--- src/rtl/aesl_deadlock_param_monitor_if.sv ---
// Signal bundle between a dataflow region's stall/idle taps and the deadlock monitor.
// master drives the raw stall/idle taps; slave (the monitor) returns the deadlock report.
interface aesl_deadlock_param_monitor_if #(
    parameter int N_PROC = 3,
    parameter int N_CH   = 2,
    parameter int DUR_W  = 16
);
    localparam int FC_W = (N_CH > 1) ? $clog2(N_CH) : 1;

    logic [N_CH-1:0]   chan_full_block;
    logic [N_CH-1:0]   chan_empty_block;
    logic [N_PROC-1:0] inst_idle_sigs;
    logic [N_PROC-1:0] inst_block_sigs;

    logic              block;
    logic [2*N_CH-1:0] axis_block_info;
    logic [FC_W-1:0]   first_chan;
    logic [DUR_W-1:0]  block_cycles;

    modport master (
        output chan_full_block,
        output chan_empty_block,
        output inst_idle_sigs,
        output inst_block_sigs,
        input  block,
        input  axis_block_info,
        input  first_chan,
        input  block_cycles
    );

    modport slave (
        input  chan_full_block,
        input  chan_empty_block,
        input  inst_idle_sigs,
        input  inst_block_sigs,
        output block,
        output axis_block_info,
        output first_chan,
        output block_cycles
    );
endinterface

--- src/rtl/aesl_deadlock_param_monitor.sv ---
// Declares a dataflow deadlock once processes are all idle/blocked with a stalled channel for THRESHOLD cycles; AESL_DEADLOCK_STICKY_EN makes DEADLOCK terminal.
// Latency: block rises after the THRESHOLD-th consecutive edge sampling the raw condition; all outputs registered.
// Backpressure: none; pure observer, never stalls or drives the monitored region.
module aesl_deadlock_param_monitor #(
    parameter int N_PROC    = 3,
    parameter int N_CH      = 2,
    parameter int THRESHOLD = 4,
    parameter int DUR_W     = 16
) (
    input  logic                          clock,
    input  logic                          reset,
    aesl_deadlock_param_monitor_if.slave  mon
);
    localparam int FC_W  = (N_CH > 1) ? $clog2(N_CH) : 1;
    localparam int CNT_W = (THRESHOLD > 0) ? $clog2(THRESHOLD + 1) : 1;
    localparam logic [CNT_W-1:0] CNT_LAST = CNT_W'(THRESHOLD - 1);
    localparam logic [CNT_W-1:0] CNT_ONE  = CNT_W'(1);

    typedef enum logic [1:0] {
        ST_IDLE     = 2'd0,
        ST_SUSPECT  = 2'd1,
        ST_DEADLOCK = 2'd2
    } state_t;

    state_t            state_q;
    state_t            state_d;
    logic [CNT_W-1:0]  cnt_q;
    logic [CNT_W-1:0]  cnt_d;

    logic              raw;
    logic [N_CH-1:0]   chan_stall;
    logic [2*N_CH-1:0] snap;
    logic [FC_W-1:0]   first_idx;
    logic              enter_dl;
    logic              stay_dl;

    logic              block_q;
    logic [2*N_CH-1:0] info_q;
    logic [FC_W-1:0]   first_chan_q;
    logic [DUR_W-1:0]  block_cycles_q;

    assign chan_stall = mon.chan_full_block | mon.chan_empty_block;

    // Pure process hangs (no stalled channel) are deliberately excluded.
    assign raw = (&(mon.inst_block_sigs | mon.inst_idle_sigs))
               & (|mon.inst_block_sigs)
               & (|chan_stall);

    always_comb begin
        snap = '0;
        for (int k = 0; k < N_CH; k++) begin
            snap[2*k+1] = mon.chan_full_block[k];
            snap[2*k]   = mon.chan_empty_block[k];
        end
    end

    // Downward scan so the lowest stalled index wins.
    always_comb begin
        first_idx = '0;
        for (int k = N_CH - 1; k >= 0; k--) begin
            if (chan_stall[k]) begin
                first_idx = FC_W'(k);
            end
        end
    end

    always_ff @(posedge clock or negedge reset) begin
        if (!reset) begin
            state_q <= ST_IDLE;
            cnt_q   <= '0;
        end else begin
            state_q <= state_d;
            cnt_q   <= cnt_d;
        end
    end

    always_comb begin
        state_d = state_q;
        cnt_d   = cnt_q;
        case (state_q)
            ST_IDLE: begin
                if (raw) begin
                    if (THRESHOLD <= 1) begin
                        state_d = ST_DEADLOCK;
                        cnt_d   = '0;
                    end else begin
                        state_d = ST_SUSPECT;
                        cnt_d   = CNT_ONE;
                    end
                end else begin
                    cnt_d = '0;
                end
            end
            ST_SUSPECT: begin
                if (!raw) begin
                    state_d = ST_IDLE;
                    cnt_d   = '0;
                end else if (cnt_q == CNT_LAST) begin
                    state_d = ST_DEADLOCK;
                    cnt_d   = '0;
                end else begin
                    cnt_d = cnt_q + CNT_ONE;
                end
            end
            ST_DEADLOCK: begin
                cnt_d = '0;
`ifdef AESL_DEADLOCK_STICKY_EN
                state_d = ST_DEADLOCK;
`else
                if (!raw) begin
                    state_d = ST_IDLE;
                end
`endif
            end
            default: begin
                state_d = ST_IDLE;
                cnt_d   = '0;
            end
        endcase
    end

    assign enter_dl = (state_q != ST_DEADLOCK) && (state_d == ST_DEADLOCK);
    assign stay_dl  = (state_q == ST_DEADLOCK) && (state_d == ST_DEADLOCK);

    // Snapshot is taken from the same edge that completes qualification.
    always_ff @(posedge clock or negedge reset) begin
        if (!reset) begin
            block_q        <= 1'b0;
            info_q         <= '0;
            first_chan_q   <= '0;
            block_cycles_q <= '0;
        end else if (enter_dl) begin
            block_q        <= 1'b1;
            info_q         <= snap;
            first_chan_q   <= first_idx;
            block_cycles_q <= DUR_W'(1);
        end else if (stay_dl) begin
            block_q <= 1'b1;
            if (block_cycles_q != {DUR_W{1'b1}}) begin
                block_cycles_q <= block_cycles_q + DUR_W'(1);
            end
        end else begin
            block_q        <= 1'b0;
            info_q         <= '0;
            first_chan_q   <= '0;
            block_cycles_q <= '0;
        end
    end

    assign mon.block           = block_q;
    assign mon.axis_block_info = info_q;
    assign mon.first_chan      = first_chan_q;
    assign mon.block_cycles    = block_cycles_q;

endmodule

--- src/flat_wrapper.sv ---
// flat-port wrapper written by rule: the top's interface ports become plain ports
module aesl_deadlock_param_monitor_flat 
#(
    parameter int N_PROC    = 3,
    parameter int N_CH      = 2,
    parameter int THRESHOLD = 4,
    parameter int DUR_W     = 16
)
  (clock, reset, mon_chan_full_block, mon_chan_empty_block, mon_inst_idle_sigs, mon_inst_block_sigs, mon_block, mon_axis_block_info, mon_first_chan, mon_block_cycles);
  aesl_deadlock_param_monitor_if #(.N_PROC(N_PROC), .N_CH(N_CH), .DUR_W(DUR_W)) mon_i ();
  input  logic clock;
  input  logic reset;
  input wire logic [$bits(mon_i.chan_full_block)-1:0] mon_chan_full_block;
  input wire logic [$bits(mon_i.chan_empty_block)-1:0] mon_chan_empty_block;
  input wire logic [$bits(mon_i.inst_idle_sigs)-1:0] mon_inst_idle_sigs;
  input wire logic [$bits(mon_i.inst_block_sigs)-1:0] mon_inst_block_sigs;
  output wire logic [$bits(mon_i.block)-1:0] mon_block;
  output wire logic [$bits(mon_i.axis_block_info)-1:0] mon_axis_block_info;
  output wire logic [$bits(mon_i.first_chan)-1:0] mon_first_chan;
  output wire logic [$bits(mon_i.block_cycles)-1:0] mon_block_cycles;
  assign mon_i.chan_full_block = mon_chan_full_block;
  assign mon_i.chan_empty_block = mon_chan_empty_block;
  assign mon_i.inst_idle_sigs = mon_inst_idle_sigs;
  assign mon_i.inst_block_sigs = mon_inst_block_sigs;
  assign mon_block = mon_i.block;
  assign mon_axis_block_info = mon_i.axis_block_info;
  assign mon_first_chan = mon_i.first_chan;
  assign mon_block_cycles = mon_i.block_cycles;
  aesl_deadlock_param_monitor #(.N_PROC(N_PROC), .N_CH(N_CH), .THRESHOLD(THRESHOLD), .DUR_W(DUR_W)) u_core (.clock(clock), .reset(reset), .mon(mon_i));
endmodule
--- config.mk ---
export PLATFORM = sky130hd
export DESIGN_NAME = aesl_deadlock_param_monitor_flat
export DESIGN_NICKNAME = d
export VERILOG_FILES = /design/src/rtl/aesl_deadlock_param_monitor_if.sv /design/src/rtl/aesl_deadlock_param_monitor.sv /design/src/flat_wrapper.sv
export SDC_FILE = /design/constraint.sdc
export NUM_CORES = 1
export LEC_CHECK = 0
export BUFFER_PORTS_ARGS = -buffer_cell sky130_fd_sc_hd__clkbuf_2
export CAP_MARGIN = 20
export CORE_UTILIZATION = 47
export CTS_CLUSTER_SIZE = 20
export DETAILED_ROUTE_END_ITERATION = 7
export GPL_ROUTABILITY_DRIVEN = 0
export GPL_TIMING_DRIVEN = 1
export PLACE_DENSITY_LB_ADDON = 0.08
export SYNTH_ARGS = -nofsm -noshare
export SYNTH_HDL_FRONTEND = slang
export SYNTH_SLANG_ARGS = --single-unit
--- constraint.sdc ---
create_clock -name clock -period 5.18 [get_ports clock]
set_clock_uncertainty 0.1 [all_clocks]
set_input_delay 0.259 -clock clock [delete_from_list [all_inputs] [get_ports clock]]
set_output_delay 0.259 -clock clock [all_outputs]
set_load 0.05 [all_outputs]
==> results.md <==
- WL per Instance: 15.51 microns
- Fin. Hold Viols: 0
- HP Class: input port to register
- CTS Buffer Depth: 2
- Setup-failing EPs final: 0
- Worst Hold End: u_core.mon.first_chan
- Critical path class: register to register
- Top cells by count, synth: dfrtp_1 (27), nor2_1 (10), nand2_1 (9), o21ai_0 (9), nand3_1 (6)
- Core area: 0.002829 sq mm
- Die Area: 0.003292 sq mm
- Cell area after synthesis: 0.001441 sq mm
- I/O pin total: 34
- CP Capture Type: register
- First-pass GRT wire length: 5457 microns
- Area delta synth->final: 14.93%
- Final net count: 183
- Leak Pwr: 0.7633 nW
- WP data arrival: 2.17 ns
- Share of cells above drive strength 1: 32.74%
- Worst VDD drop: 0.1042 mV
- R2R Setup Slk: 3.15 ns
- Post-cts resize count: 0
- FP Rows: 19
- Top-count cell post-synth: dfrtp_1
- Yosys reg bits: 27
- Num CTS Buffers: 3
- Clock sink count: 27
- Ys Warns: 0
- Remaining global-route overflow: 0
- Total chip power: 0.3291 mW
- H-tree lvl count: 1
- Post-synth cell types: 43
- Final Util: 58.56%
- Int Pwr: 0.2499 mW
- Combinational cell fraction of total power: 5.4%
- Fill count: 261
- Number of global-route vias before repair: 1147
- # port buffers: 33
- Post-layout min period: 2.033 ns
- Startpoint type of the worst setup path: register
- Dpl hpwl: 2257 microns
- Area leader, netlist: dfrtp_1
- Clock share of power: 29.3%
- DRC viols: 4
- Die height: 57.38 microns
- Die width: 57.38 microns
- Worst Hold Path Cells: 2
- Register area share after synthesis: 46.88%
- Power per cell area: 198.6 mW/mm^2
- Largest net degree at the start of global routing: 28
- Reg-to-reg startpoint: u_core.mon.block_cycles[0]
- FMAX: 491.9 MHz
- Initial core utilization: 50.95%
- Post-Route WL: 3086 microns
- # diodes: 0
- Vias: 1194
- CTS tree: built
- Top cell type's share of synthesized area: 46.88%
- Largest cells by area after synthesis: dfrtp_1 (47%), o21ai_0 (3.1%), nand4_4 (3.0%)
- Flop pwr share: 65.3%
- Detail-routed via count per cell: 6.000
- Max Cap Viol: 0
- Final Max Tran Viols: 0
- Final period util: 39.25%
- DR iter-0 viols: 45
- Post-synth EDFFs: 0
- Clk slew on worst S/H paths: 0.16 ns
- Slew @ Worst Pin: 0.6814 ns
- Clk root buf: clkbuf_4
- Post-synthesis cell count: 134
- Reg2reg end: u_core.mon.block_cycles[1]
- RSZ-0062 raised after global routing: false
- CP max FO: 12
- Slew headroom: 54.57%
- Failing checks: design-rule violations
- Mapped Avg Cell Area: 10.76 sq um
- Ys flop type: dfrtp_1
- Total GRT Usage: 20.94%
- Initial antenna violation count: 0
- Worst Reg-to-Reg Cells: 5
- Status: finished with violations
- Psw: 0.07919 mW
- Hold Crit Start: mon_chan_full_block[0]
- Syn nets: 148
- FFs w/ async S/R, synth: 100.0%
- Antenna Nets Post-Route: 0
- Required time worst endpoint: 5.32 ns
- 1st-pass router iterations: 6
- Final setup TNS: 0 ns
- Switching part of the total: 24.06%
- Clock latency on the worst-skew pair: 0.33 ns
-- power by group through the flow --
stage               Combinational [mW]  Sequential (mW)  Clock [mW]
CTS                             0.0182            0.215      0.0987
global route                    0.0205            0.215       0.108
global placement                0.0168            0.219           0
finish                          0.0177            0.215      0.0965
detailed placement              0.0175            0.219           0
floorplan                      0.00640            0.219           0
-- routing by layer --
layer | up-vias | track usage, % | wire (microns)
met3 | 2 | 2.041 | 100
met2 | 29 | 32.72 | 1441
met1 | 581 | 31.29 | 1527
li1 | 582 | - | -
met4 | 0 | 5.226 | 17
met5 | - | 0 | 0
-- area by class of cell --
type	instances	area (sq um)	area share, %
Timing Repair Buffer	35	182.7	11.03
Clock buffer	3	22.52	1.360
Multi-Input combinational cell	97	710.7	42.90
Inverter	5	18.77	1.133
Sequential cell	27	675.6	40.79
Clock inverter	1	7.507	0.4532
Tap cell	31	38.79	2.341
-- worst max-delay path by stage --
| stage | start | end | slack [ns] | depth (start not counted) |
|---|---|---|---|---|
| 5_1_grt | u_core.mon.block_cycles[0] | u_core.mon.block_cycles[0] | 2.91 | 5 |
| 4_1_cts | u_core.mon.block_cycles[0] | u_core.mon.block_cycles[1] | 3.16 | 5 |
| 6_report | u_core.mon.block_cycles[0] | u_core.mon.block_cycles[1] | 3.15 | 5 |
| 2_1_floorplan | u_core.mon.block_cycles[0] | u_core.mon.block_cycles[1] | 3.09 | 6 |
| 3_3_place_gp | u_core.mon.block_cycles[0] | u_core.mon.block_cycles[1] | 3.29 | 5 |
| 3_5_place_dp | u_core.mon.block_cycles[0] | u_core.mon.block_cycles[1] | 3.19 | 5 |
-- worst max-delay path, cell delays in order, from the launching register on --
cell,delay [ns]
dfrtp_1,0.45
ha_1,0.25
nand4_1,0.24
nor4_4,0.59
mux2i_1,0.26
nor2_1,0.05
-- state kept, by name, indices dropped and copies added, names as in the netlist --
signal and count:
u_core.mon.block_cycles 16, u_core.mon.block 1, u_core.mon.first_chan 1, u_core.state_q 2, u_core.cnt_q 3, u_core.mon.axis_block_info 4
-- cell families (layout without fill, tap and decap cells) --
| kind of cell | Yosys count | after routing | synth area share, % |
|---|---|---|---|
| fa+ha+maj | 2 | 2 | 1.736 |
| flops | 27 | 27 | 46.88 |
| simple gates | 55 | 55 | 26.65 |
| mux | 3 | 3 | 2.083 |
| buf+inv | 10 | 44 | 3.819 |
| compound gates | 37 | 37 | 18.84 |
-- cells in the final DEF, fill, tap and decap left out, types with 3 or more instances in the layout --
master,n
dfrtp_1,27
nor2_1,10
nand3_1,6
clkbuf_2,33
nand2_1,9
and3_4,3
a22o_1,4
o31ai_1,4
mux2i_1,3
clkbuf_4,3
nand4_1,5
or4_4,3
o21ai_0,9
a21oi_1,4
inv_1,5
-- timing repair --
action                    in CTS  in global routing
hold buffers                   1                  0
buffers inserted               0                  0
hold endpoints to repair      27                  0
-- metrics by stage --
step                hold WS, ns  setup slack (ns)  instances  cell area, sq um
floorplan               -0.1366             3.091        134              1441
global placement         0.2244             3.292        194              1617
detailed placement       0.2294             3.189        194              1617
CTS                     0.02781             3.155        199              1657
global route            0.01796             2.914        199              1657
finish                  0.03444             3.147        199              1657
No activity file was read; power rests on OpenSTA's default activity.
